## src/rtl/uart_cal_ctrl.sv

```systemverilog
// UART calculator sequencer: gathers an A/op/B frame from the receiver, computes a
// 16-bit result and sends it to the transmitter as two bytes, MSB first.
module uart_cal_ctrl #(
    parameter int unsigned TIMEOUT_CYC = 3000
) (
    input  logic       clk,
    input  logic       n_rst,
    input  logic [7:0] rx_data,
    input  logic       rx_valid,
    input  logic       tx_busy,
    output logic       tx_start,
    output logic [7:0] tx_data,
    output logic       busy,
    output logic       op_err,
    output logic       drop
);

    localparam int unsigned CNT_W = (TIMEOUT_CYC > 1) ? $clog2(TIMEOUT_CYC) : 1;
    localparam logic [CNT_W-1:0] CNT_LAST = CNT_W'(TIMEOUT_CYC - 1);

    localparam logic [7:0] OP_ADD = 8'h2B;
    localparam logic [7:0] OP_SUB = 8'h2D;
    localparam logic [7:0] OP_MUL = 8'h2A;
    localparam logic [7:0] OP_AND = 8'h26;

    typedef enum logic [3:0] {
        WAIT_A, WAIT_OP, WAIT_B, CALC,
        SEND_HI, GUARD_HI, WAIT_HI,
        SEND_LO, GUARD_LO, WAIT_LO
    } state_t;

    state_t           state, state_d;
    logic [7:0]       a, a_d, b, b_d, op, op_d;
    logic [15:0]      result, result_d;
    logic [CNT_W-1:0] cnt, cnt_d;
    logic             tx_start_d, busy_d, op_err_d, drop_d;
    logic [7:0]       tx_data_d;
    logic             timeout;

    function automatic logic op_valid(input logic [7:0] code);
        return (code == OP_ADD) || (code == OP_SUB) || (code == OP_MUL) || (code == OP_AND);
    endfunction

    function automatic logic [15:0] calc(input logic [7:0] x, input logic [7:0] code,
                                         input logic [7:0] y);
        logic [15:0] r;
        r = 16'h0000;
        case (code)
            OP_ADD:  r = 16'(x) + 16'(y);
            OP_SUB:  r = 16'(x) - 16'(y);
            OP_MUL:  r = 16'(x) * 16'(y);
            OP_AND:  r = {8'h00, x & y};
            default: r = 16'h0000;
        endcase
        return r;
    endfunction

    assign timeout = (cnt == CNT_LAST);

    always_ff @(posedge clk or negedge n_rst) begin
        if (!n_rst) state <= WAIT_A;
        else        state <= state_d;
    end

    // Next state; a byte arriving on the final timeout cycle takes priority.
    always_comb begin
        state_d = state;
        case (state)
            WAIT_A:   if (rx_valid) state_d = WAIT_OP;
            WAIT_OP: begin
                if (rx_valid)     state_d = op_valid(rx_data) ? WAIT_B : WAIT_A;
                else if (timeout) state_d = WAIT_A;
            end
            WAIT_B: begin
                if (rx_valid)     state_d = CALC;
                else if (timeout) state_d = WAIT_A;
            end
            CALC:     state_d = SEND_HI;
            SEND_HI:  state_d = GUARD_HI;
            GUARD_HI: state_d = WAIT_HI;
            WAIT_HI:  if (!tx_busy) state_d = SEND_LO;
            SEND_LO:  state_d = GUARD_LO;
            GUARD_LO: state_d = WAIT_LO;
            WAIT_LO:  if (!tx_busy) state_d = WAIT_A;
            default:  state_d = WAIT_A;
        endcase
    end

    // Next values of the datapath and of the registered outputs.
    always_comb begin
        a_d        = a;
        b_d        = b;
        op_d       = op;
        result_d   = result;
        cnt_d      = '0;
        tx_start_d = 1'b0;
        tx_data_d  = tx_data;
        op_err_d   = 1'b0;
        drop_d     = 1'b0;
        busy_d     = (state_d != WAIT_A);
        case (state)
            WAIT_A: if (rx_valid) a_d = rx_data;
            WAIT_OP: begin
                if (rx_valid) begin
                    if (op_valid(rx_data)) op_d     = rx_data;
                    else                   op_err_d = 1'b1;
                end else if (!timeout) begin
                    cnt_d = cnt + CNT_W'(1);
                end
            end
            WAIT_B: begin
                if (rx_valid)      b_d   = rx_data;
                else if (!timeout) cnt_d = cnt + CNT_W'(1);
            end
            CALC: begin
                result_d = calc(a, op, b);
                drop_d   = rx_valid;
            end
            SEND_HI: begin
                tx_start_d = 1'b1;
                tx_data_d  = result[15:8];
                drop_d     = rx_valid;
            end
            SEND_LO: begin
                tx_start_d = 1'b1;
                tx_data_d  = result[7:0];
                drop_d     = rx_valid;
            end
            default: drop_d = rx_valid;
        endcase
    end

    always_ff @(posedge clk or negedge n_rst) begin
        if (!n_rst) begin
            a        <= 8'h00;
            b        <= 8'h00;
            op       <= 8'h00;
            result   <= 16'h0000;
            cnt      <= '0;
            tx_start <= 1'b0;
            tx_data  <= 8'h00;
            busy     <= 1'b0;
            op_err   <= 1'b0;
            drop     <= 1'b0;
        end else begin
            a        <= a_d;
            b        <= b_d;
            op       <= op_d;
            result   <= result_d;
            cnt      <= cnt_d;
            tx_start <= tx_start_d;
            tx_data  <= tx_data_d;
            busy     <= busy_d;
            op_err   <= op_err_d;
            drop     <= drop_d;
        end
    end

endmodule

```

## config.mk

```make
export PLATFORM = sky130hd
export DESIGN_NAME = uart_cal_ctrl
export DESIGN_NICKNAME = d
export VERILOG_FILES = /design/src/rtl/uart_cal_ctrl.sv
export SDC_FILE = /design/constraint.sdc
export NUM_CORES = 1
export LEC_CHECK = 0
export BUFFER_PORTS_ARGS = -buffer_cell sky130_fd_sc_hd__buf_2
export CORE_UTILIZATION = 50
export DETAILED_ROUTE_END_ITERATION = 7
export PLACE_DENSITY = 0.64
export SETUP_SLACK_MARGIN = 0.02
export SLEW_MARGIN = 5
export SYNTH_ARGS = -nofsm -noshare
export SYNTH_HDL_FRONTEND = slang
export SYNTH_SLANG_ARGS = --single-unit
```

## constraint.sdc

```tcl
create_clock -name clk -period 5.35 [get_ports clk]
set_clock_uncertainty 0.15 [all_clocks]
set_input_delay 0.2675 -clock clk [delete_from_list [all_inputs] [get_ports clk]]
set_output_delay 0.2675 -clock clk [all_outputs]
set_load 0.02 [all_outputs]
```

==> results of run 1 <==
## state kept, by name (all words and copies together), names as in the netlist
name / cells
cnt: 12
op_err: 1
tx_data: 8
tx_start: 1
op: 8
drop: 1
b: 8
state: 4
busy: 1
a: 8
result: 16
## cell type report
type,instances,area [um2]
clock buffers,10,229
well taps,143,179
flip-flops and latches,68,1700
inverters,67,251
clock inverters,6,65.1
repair buffers,24,123
multi-input cells,451,3800
fillers,1038,5060
## layer usage
metal	vias up	global-route usage	share of wire
met5	-	0	0
met4	0	0.0639	0.011
met3	12	0.0447	0.043
met2	111	0.385	0.46
met1	2157	0.341	0.48
li1	2116	-	-
## worst max-delay path by stage
stage	end	slack, ns
global route	result[13]$_DFFE_PN0P_	0.31
CTS	result[14]$_DFFE_PN0P_	0.54
finish	result[14]$_DFFE_PN0P_	0.56
floorplan	result[14]$_DFFE_PN0P_	0.99
global placement	result[14]$_DFFE_PN0P_	0.62
detailed placement	result[14]$_DFFE_PN0P_	0.56
## cell usage in the layout (no fill, tap or decap), types with 20 or more instances in the layout
cell / Yosys / layout
dfrtp_1: 68 / 68
inv_1: 67 / 67
ha_1: 53 / 53
nand2_1: 46 / 46
and2_1: 41 / 41
nor2_1: 39 / 39
fa_1: 38 / 38
o21ai_0: 28 / 28
a21oi_1: 23 / 23
buf_2: 6 / 23
mux2_2: 20 / 20
## worst register-to-register path: cells and delay by family (launching register included)
kind	cells	cell delay, ns
compound gates	4	0.78
flops	1	0.55
xor+xnor	1	0.18
simple gates	1	0.06
fa+ha+maj	6	2.86
buf+inv	2	0.09
## metrics by stage
stage,power (uW),area [um2],setup WS [ns],util
6_report,4310,6350,0.559,0.556
5_1_grt,4790,6350,0.312,0.556
4_1_cts,4340,6350,0.542,0.556
3_5_place_dp,3730,6060,0.559,0.531
3_3_place_gp,3680,6060,0.621,0.531
2_1_floorplan,3100,5860,0.986,-
## kinds of logic (layout without fill, tap and decap cells)
kind of cell    Yosys count  count (layout)  share of synthesized area
simple gates            186             186                      0.172
compound gates          122             122                      0.147
fa+ha+maj                91              91                      0.243
buf+inv                  85             107                     0.0604
flops                    68              68                      0.290
xor+xnor                 27              27                     0.0404
mux                      25              25                     0.0470
## power by group through the flow
stage          clock network (uW)  logic (uW)  registers, uW
2_1_floorplan                   0        2360            736
3_3_place_gp                    0        2840            840
3_5_place_dp                    0        2880            848
4_1_cts                       601        2900            838
5_1_grt                       621        3310            863
6_report                      585        2880            843
==> results.md, run 1 <==
* Core Area at 11400 um2
* Clk slew on worst S/H paths at 0.06 ns
* Worst r2r src: a[4]$_DFFE_PN0P_
* Area share of the largest cell type after synthesis at 0.290
* Maximum clock insertion buffer count at 2
* Maximum fanout along the worst path at 10
* Largest net degree at the start of global routing at 69
* WS Path Type: register to register
* CP Launch Point: a[4]$_DFFE_PN0P_
* Worst path bufs/invs at 2
* Layout area overhead at 8.41%
* Synth Net Count at 707
* RSZ-0062 raised after global routing: no
* Number of global-route vias before repair at 4294
* Async S/R FF share, synth at 1.00
* FF-to-FF End: result[14]$_DFFE_PN0P_
* Mean Syn Cell Area at 9.70 um2
* Critical path depth at 14
* DRC Markers at 0
* Post-cts hold buffer count at 0
* Violated checks: hold timing
* Synthesized flop and latch total at 68
* Slew @ Worst Pin at 0.856 ns
* Final ANT Viol Nets at 0
* DR vias at 4396
* Number of I/O pins at 24
* Worst Hold Class: primary input to asynchronous set/reset pin
* CP Launch Type: register
* Critical Path RT at 5.41 ns
* Number of synthesized flops with an enable pin at 0
* Routed WL at 13500 um
* Routed length per instance at 17.6 um
* Final Hold Fails at 40
* Sw Pwr at 2100 uW
* Int Pwr at 2210 uW
* Initial antenna violation count at 0
* Final setup violation count at 0
* Max Fclk at 209 MHz
* Min cycle time layout at 4.79 ns
* Clk root buf: clkbuf_16
* Slowest CP cell: fa_1
* Crit path cell chain: ha_1 -> fa_1 -> fa_1 -> fa_1 -> inv_1 -> fa_1 -> inv_1 -> ha_1 -> o21ai_0 -> nor2_1 -> a2bb2oi_1 -> a311oi_1 -> xor2_1 -> o211ai_1
* Worst VDD drop at 396 uV
* Sw Ratio at 0.488
* TritonRoute pass-1 iters at 4
* Commonest cells post-synth: dfrtp_1, inv_1, ha_1
* Final period util at 0.895
* Die Width at 110 um
* Fin Hold WS at -0.0497 ns
* CP arrival at 4.85 ns
* Via/cell ratio at 5.72
* Yosys top cell by area: dfrtp_1
* Grt ovf at 0
* Crit. End Element: register
* Worst slew margin at 0.429
* Fin Setup TNS at 0 ns
* Post-synth top flop: dfrtp_1
* Most common cell in the synthesized netlist: dfrtp_1
* CTS Buf Count at 9
* TritonCTS Sinks at 68
* DR iter-0 viols at 295
* YS warnings at 0
* Die area at 12200 um2
* Post-Syn Area at 5860 um2
* Port bufs at 23
* Layout Cells excl Fill at 769
* Combinational Power Share at 0.669
* Post-synthesis cell count at 604
* Synth unique cells at 76
* ANT cells at 0
* Num rows at 39
* Leakage power at 0.00307 uW
* DP HPWL at 10400 um
* Seq pwr share at 0.196
* Placed Cells at 753
* Clk network pwr share at 0.136
* Outcome: finished, violations left
* Nets at 724
* Gr usage total at 0.243
* Share of cells above drive strength 1 at 0.123
* Sequential-to-total area share from yosys stat at 0.290
* Register-to-Register Path Depth at 14
* Clock latency on the worst-skew pair at 0.34 ns
* Crit-path max cell delay at 0.60 ns
* Reg-to-reg slack, setup at 0.56 ns
* Postcts setup bufs at 0
* Starting Density at 0.513
* Die height at 110 um
* H-tree levels at 3
* Final GP Congestion at 0.872
* Kind of cell adding the most delay to the critical path: adder cells
* Post-CTS Resized at 0
* Critical path's most frequent cell: fa_1
* First-pass GRT wire length at 22200 um
* PD cells at 678 nW/um2
* MaxCap Viol Count at 0
* Ranking of synthesized cells by area: dfrtp_1, fa_1, ha_1, and2_1, inv_1
* CTS tree: built
* Fin. max-slew vios at 0
Power figures use the tool's default switching activity.
==> inputs of run 2 (changes only) <==
--- a/config.mk
+++ b/config.mk
@@ -5,6 +5,7 @@
 export SDC_FILE = /design/constraint.sdc
 export NUM_CORES = 1
 export LEC_CHECK = 0
+export ABC_AREA = 1
 export BUFFER_PORTS_ARGS = -buffer_cell sky130_fd_sc_hd__buf_2
 export CORE_UTILIZATION = 50
 export DETAILED_ROUTE_END_ITERATION = 7
==> results.md, run 2 <==
* Routed length per instance at 14.5 um (-17%)
* Post-synth top flop: dfrtp_1
* Clk network pwr share at 0.133 (-0.003)
* Combinational Power Share at 0.679 (+0.010)
* Top Registers: result (16), cnt (12)
* Starting Density at 0.523 (+0.00928)
* Worst VDD drop at 335 uV (-15%)
* CTS tree: built
* Final period util at 0.839 (-0.0564)
* Initial antenna violation count at 0 (unchanged)
* Most common cell after layout, fill and taps aside: nand2_1
* Int Pwr at 2130 uW (-3.3%)
* Min cycle time layout at 4.49 ns (-0.302 ns)
* Nets at 999 (+38%)
* MaxCap Viol Count at 0 (unchanged)
* Synth Area in Compound Gates at 0.0667 (-0.0802)
* Number of I/O pins at 24 (unchanged)
* Sw Pwr at 2480 uW (+18%)
* PD cells at 670 nW/um2 (-1.3%)
* CP arrival at 4.56 ns (-0.29 ns)
* DRC Markers at 0 (unchanged)
* Post-synthesis simple-gate area fraction at 0.304 (+0.132)
* Die area at 13200 um2 (+8.7%)
* Worst Hold Class: primary input to register
* Final GP Congestion at 0.885 (+1.5%)
* Outcome: finished, final reports clean
* DR vias at 5363 (+22%)
* Number of synthesized flops with an enable pin at 0 (unchanged)
* First-pass GRT wire length at 26200 um (+18%)
* Share of cells above drive strength 1 at 0.0844 (-0.0387)
* Mean Syn Cell Area at 7.19 um2 (-26%)
* Area share of fa/ha/maj cells after synthesis at 0.223 (-0.0198)
* YS warnings at 0 (unchanged)
* Maximum fanout along the worst path at 10 (unchanged)
* Area share of the largest cell type after synthesis at 0.267 (-0.0237)
* Sequential-to-total area share from yosys stat at 0.267 (-0.0237)
* XOR/XNOR Fraction of Synth Area at 0.00412 (-0.0362)
* WS Path Type: register to register
* Grt ovf at 0 (unchanged)
* Postcts setup bufs at 0 (unchanged)
* Fillers at 1227 (+18%)
* Hold endpoint: b[5]$_DFFE_PN0P_
* RSZ-0062 raised after global routing: no
* Main combinational cell family by area after synthesis: simple AND/OR/NAND/NOR gates
* Reg-to-reg slack, setup at 0.86 ns (+0.30 ns)
* DP Worst Slack at 0.879 ns (+0.321 ns)
* ANT cells at 0 (unchanged)
* Reg with most FFs: result
* Post-synthesis cell count at 888 (+47%)
* Post-CTS Resized at 0 (unchanged)
* Portion of netlist area occupied by mux cells at 0 (-0.0470)
* Fin Setup TNS at 0 ns (unchanged)
* Min-Delay Startpoint: rx_data[5]
* Synthesized flop and latch total at 68 (unchanged)
* CP Launch Type: register
* Via/cell ratio at 5.02 (-12%)
* Synth unique cells at 40 (-47%)
* Register-to-Register Path Depth at 17 (+3)
* Critical Path RT at 5.42 ns (about the same)
* Routed WL at 15500 um (+15%)
* Final ANT Viol Nets at 0 (unchanged)
* Slew @ Worst Pin at 0.684 ns (-0.172 ns)
* Number of global-route vias before repair at 5304 (+24%)
* Synth Net Count at 991 (+40%)
* Final Hold Fails at 0 (-100%)
* Seq pwr share at 0.188 (-0.008)
* Yosys top cell by area: dfrtp_1
* Async S/R FF share, synth at 1.00 (unchanged)
* Worst r2r src: a[4]$_DFFE_PN0P_
* Post-cts hold buffer count at 1 (+1)
* Fin. max-slew vios at 0 (unchanged)
* H-tree levels at 3 (unchanged)
* Largest register FFs at 16 (unchanged)
* Core Area at 12200 um2 (+6.9%)
* Post-Syn Area at 6380 um2 (+8.9%)
* CTS Buf Count at 9 (unchanged)
* Gr usage total at 0.258 (+0.0149)
* Port bufs at 23 (unchanged)
* TritonRoute pass-1 iters at 5 (+1)
* Leakage power at 0.00406 uW (+32%)
* Clk slew on worst S/H paths at 0.06 ns (about the same)
* Commonest cells post-synth: nand2_1, inv_1, dfrtp_1
* Max Fclk at 223 MHz (+6.7%)
* Design area at 6890 um2 (+8.4%)
* Setup slack after layout at 0.861 ns (+0.302 ns)
* Clock latency on the worst-skew pair at 0.33 ns (about the same)
* Sw Ratio at 0.537 (+0.0493)
* Hold Path Cell Cnt at 3
* DP HPWL at 12300 um (+18%)
* Crit. End Element: register
* Clk root buf: clkbuf_16
* TritonCTS Sinks at 68 (unchanged)
* Post-Place Cell Area at 6570 um2 (+8.4%)
* Layout area overhead at 7.94%
* Maximum clock insertion buffer count at 2 (unchanged)
* Commonest non-fill, non-tap cells in the layout: nand2_1, inv_1, dfrtp_1
* Ranking of synthesized cells by area: dfrtp_1, nand2_1, fa_1, inv_1, ha_1
* DR iter-0 viols at 393 (+33%)
* Die height at 115 um (+4.3%)
* Most common cell in the synthesized netlist: nand2_1
* Largest net degree at the start of global routing at 47 (-32%)
* Die Width at 115 um (+4.3%)
* Worst slew margin at 0.543 (+0.114)
* FF-to-FF End: result[12]$_DFFE_PN0P_
* Num rows at 40 (+2.6%)
* Final setup violation count at 0 (unchanged)
[run 2: cell types whose count changed in the layout (fill, tap and decap cells not counted), moves of 8 or more]
cell	delta
and2_1	-40
o21ai_0	+10
xnor2_1	-12
nor2b_1	-8
nand2_1	+226
mux2_2	-20
nor2_2	+8
nand3_1	+50
nand4_1	+14
xor2_1	-12
inv_1	+121
[run 2: through the flow]
step / power (uW) / instances / hold slack [ns] / util
floorplan: 3230 / 888 / -0.178 / -
global placement: 3960 / 1052 / 0.128 / 0.538
detailed placement: 3980 / 1052 / 0.132 / 0.538
CTS: 4630 / 1069 / 0.0873 / 0.564
global route: 5170 / 1069 / 0.100 / 0.564
finish: 4610 / 1069 / 0.0859 / 0.564
[run 2: final cells by class]
| type | instances | area [um2] | share of cell area |
|---|---|---|---|
| clock buffer | 10 | 239 | 0.0347 |
| inverter | 191 | 718 | 0.104 |
| timing repair buffer | 25 | 133 | 0.0193 |
| clock inverter | 6 | 70.1 | 0.0102 |
| multi-input combinational | 601 | 3820 | 0.554 |
| sequential | 68 | 1700 | 0.247 |
| tap | 168 | 210 | 0.0305 |
[run 2: power by group through the flow]
stage,Combinational (uW),Clock [uW],Sequential (uW)
CTS,3140,627,864
global route,3630,649,891
global placement,3100,0,868
floorplan,2490,0,737
detailed placement,3110,0,872
finish,3130,615,867
[run 2: how the worst max path moves through the flow]
stage	startpoint	slack, ns	to	cells past startpoint
finish	a[4]$_DFFE_PN0P_	0.86	result[12]$_DFFE_PN0P_	17
global route	a[1]$_DFFE_PN0P_	0.59	result[13]$_DFFE_PN0P_	20
CTS	a[4]$_DFFE_PN0P_	0.83	result[12]$_DFFE_PN0P_	17
detailed placement	a[4]$_DFFE_PN0P_	0.88	result[12]$_DFFE_PN0P_	17
global placement	a[4]$_DFFE_PN0P_	0.89	result[12]$_DFFE_PN0P_	17
floorplan	a[1]$_DFFE_PN0P_	1.16	result[14]$_DFFE_PN0P_	20
[run 2: cells by family after synthesis]
family / after synthesis
flip-flops: 68
AO/OA/AOI/OAI: 73
buffers and inverters: 219
adder cells (fa/ha/maj): 91
AND/OR/NAND/NOR: 434
XOR/XNOR: 3
[run 2: critical path, stage by stage (launching register included)]
cell	delay, ns
dfrtp_1	0.52
ha_1	0.36
fa_1	0.57
fa_1	0.44
fa_1	0.55
inv_1	0.06
fa_1	0.52
inv_1	0.04
ha_1	0.35
nand2_1	0.11
nor2_1	0.17
nand3_1	0.12
nand3_1	0.10
nand2_1	0.06
nand3_1	0.07
nand2_1	0.05
nand2_1	0.07
nand2_1	0.05
[run 2: layer usage]
metal  part of all wire  vias to the layer above  GRT usage
li1                   -                     2724          -
met1               0.49                     2504      0.360
met2               0.47                      126      0.431
met3              0.039                        9     0.0395
met4             0.0078                        0     0.0424
met5                  0                        -          0
==> inputs of run 3 (changes only) <==
--- a/config.mk
+++ b/config.mk
@@ -9,7 +9,7 @@
 export BUFFER_PORTS_ARGS = -buffer_cell sky130_fd_sc_hd__buf_2
 export CORE_UTILIZATION = 50
 export DETAILED_ROUTE_END_ITERATION = 7
-export PLACE_DENSITY = 0.64
+export PLACE_DENSITY = 0.66
 export SETUP_SLACK_MARGIN = 0.02
 export SLEW_MARGIN = 5
 export SYNTH_ARGS = -nofsm -noshare
==> constraint.sdc (replaced) <==
create_clock -name clk -period 3.7 [get_ports clk]
set_clock_uncertainty 0.15 [all_clocks]
set_input_delay 0.185 -clock clk [delete_from_list [all_inputs] [get_ports clk]]
set_output_delay 0.185 -clock clk [all_outputs]
set_load 0.02 [all_outputs]
==> results.md, run 3 (synthesis gave the netlist of run 2 again) <==
* Reg with most FFs: result
* DRC Markers at 0 (unchanged)
* Clk slew on worst S/H paths at 0.05 ns (about the same)
* Routed length per instance at 14.1 um (-2.6%)
* Fillers at 1092 (-11%)
* TritonCTS Sinks at 68 (unchanged)
* Crit path cell chain: buf_6 -> nand2_1 -> inv_1 -> fa_1 -> fa_1 -> fa_1 -> inv_1 -> fa_1 -> inv_2 -> ha_4 -> nand2_2 -> nor2_1 -> nand2_1 -> nand2_1 -> nand2_1 -> nand3_1 -> nand2_1 -> nand2_1 -> nand2_1
* Core Area at 12200 um2 (unchanged)
* ANT cells at 0 (unchanged)
* DR vias at 5615 (+4.7%)
* Most common cell after layout, fill and taps aside: nand2_1
* Final ANT Viol Nets at 0 (unchanged)
* Final GP Congestion at 0.877 (-0.93%)
* CTS tree: built
* CTS Buf Count at 9 (unchanged)
* TritonRoute pass-1 iters at 5 (unchanged)
* Layout area overhead at 19.3%
* Maximum fanout along the worst path at 4 (-6)
* Violated checks: hold timing, setup timing
* Area of the multi-input gates at 4040 um2 (+6.0%)
* Crit. End Element: register
* Grt ovf at 0 (unchanged)
* First-pass GRT wire length at 26900 um (+2.5%)
* Gr usage total at 0.264 (+0.00662)
* Min cycle time layout at 4.02 ns (-0.468 ns)
* CP Launch Type: register
* Commonest non-fill, non-tap cells in the layout: nand2_1, inv_1, dfrtp_1
* Die height at 115 um (unchanged)
* Setup slack after layout at -0.321 ns (-1.18 ns)
* Final Hold Fails at 1 (+1)
* Largest net degree at the start of global routing at 45 (-4.3%)
* Fin Hold WS at -0.00569 ns (-0.0916 ns)
* DR iter-0 viols at 323 (-18%)
* Max Fclk at 249 MHz (+12%)
* RSZ-0062 raised after global routing: yes
* Worst path bufs/invs at 4 (+2)
* Worst Hold Class: primary input to register
* H-tree levels at 3 (unchanged)
* Share of cells above drive strength 1 at 0.198 (+0.113)
* Post-Place Cell Area at 7020 um2 (+6.8%)
* Largest register FFs at 16 (unchanged)
* Slowest CP cell: fa_1
* Port bufs at 23 (unchanged)
* CP arrival at 4.11 ns (-0.45 ns)
* Worst slew margin at 0.332 (-0.211)
* Starting Density at 0.523 (unchanged)
* Clk root buf: clkbuf_16
* Crit-path max cell delay at 0.51 ns (-0.06 ns)
* Die Width at 115 um (unchanged)
* Nets at 1054 (+5.5%)
* Die area at 13200 um2 (unchanged)
* Fin. max-slew vios at 0 (unchanged)
* Critical path's most frequent cell: nand2_1
* Maximum clock insertion buffer count at 2 (unchanged)
* Design area at 7610 um2 (+11%)
* Number of global-route vias before repair at 5632 (+6.2%)
* Routed WL at 15900 um (+2.4%)
* Final period util at 1.09 (+0.248)
* Final setup violation count at 10 (+10)
* MaxCap Viol Count at 0 (unchanged)
* Slew @ Worst Pin at 1.00 ns (+0.318 ns)
* Number of I/O pins at 24 (unchanged)
* Kind of cell adding the most delay to the critical path: adder cells
* Top Registers: result (16), cnt (12)
* Clock latency on the worst-skew pair at 0.34 ns (about the same)
* Critical Path RT at 3.78 ns (-1.64 ns)
* DP HPWL at 12900 um (+5.1%)
* Seq. cell area at 1710 um2 (+0.74%)
* Outcome: finished, violations left
* Initial antenna violation count at 0 (unchanged)
* Via/cell ratio at 5.00 (-0.42%)
* Num rows at 40 (unchanged)
* WS Path Type: register to register
==> run 3: cell types whose count changed in the layout (fill, tap and decap cells not counted), sizes merged <==
cell	previous run	this run
dlygate4sd3	1	3
buf	24	77
clkinv	4	3
clkinvlp	0	1
bufinv	1	3
inv	192	190
==> run 3: path summary, 6_finish.rpt <==
path,from,cells after the start,endpoint,slack [ns]
worst min-delay path,rx_data[5],3,a[5]$_DFFE_PN0P_,-0.006
max in group asynchronous,n_rst,3,cnt[10]$_DFF_PN0_,2.23
worst max register to register,a[4]$_DFFE_PN0P_,19,result[11]$_DFFE_PN0P_,-0.32
min in group asynchronous,n_rst,2,result[10]$_DFFE_PN0P_,0.41
worst max-delay path,a[4]$_DFFE_PN0P_,19,result[11]$_DFFE_PN0P_,-0.32
worst min register to register,tx_data[5]$_DFFE_PN0P_,2,tx_data[5]$_DFFE_PN0P_,0.32
==> run 3: worst reg2reg max path, cell delays in order (launching register included) <==
cell and delay (ns):
dfrtp_2 0.44, buf_6 0.14, nand2_1 0.06, inv_1 0.05, fa_1 0.48, fa_1 0.51, fa_1 0.49, inv_1 0.05
fa_1 0.49, inv_2 0.05, ha_4 0.30, nand2_2 0.07, nor2_1 0.18, nand2_1 0.11, nand2_1 0.08, nand2_1 0.05
nand3_1 0.06, nand2_1 0.05, nand2_1 0.07, nand2_1 0.04
==> run 3: cell type report <==
| cell class | count | share of cell area |
|---|---|---|
| inverter | 191 | 0.0947 |
| multi-input combinational | 601 | 0.531 |
| clock buffer | 10 | 0.0314 |
| timing repair buffer | 80 | 0.0753 |
| clock inverter | 6 | 0.0146 |
| sequential | 68 | 0.225 |
| tap | 168 | 0.0276 |
==> run 3: timing repair <==
action / CTS / global route
gates cloned: 0 / 0
setup buffers: 2 / 4
hold buffers: 3 / 0
resized for setup: 15 / 39
endpoints found under the hold margin: 43 / 0
endpoints found under the setup margin: 11 / 11
pin swaps: 4 / 30
==> run 3: per-layer routing <==
metal | global-route usage | vias up | share of wire
met5 | 0 | - | 0
met4 | 0.0658 | 0 | 0.018
met3 | 0.0538 | 23 | 0.049
met2 | 0.434 | 112 | 0.47
met1 | 0.358 | 2640 | 0.47
li1 | - | 2840 | -
==> run 3: per-stage QoR <==
stage	hold WS, ns	worst slack (ns)	cells	util	TNS, ns
final	-0.00569	-0.321	1124	0.623	-2.89
after global routing	0.0174	-0.534	1124	0.623	-4.91
after CTS	0.00144	-0.303	1120	0.612	-2.54
after detailed placement	0.249	-0.358	1099	0.575	-3.32
after global placement	0.248	-0.310	1099	0.575	-2.82
after floorplan	-0.261	-0.105	888	-	-0.493
Power of run 3 is left out: the tool's default activity adds up to more than one toggle a clock period on the data nets, which glitch-free logic cannot reach.
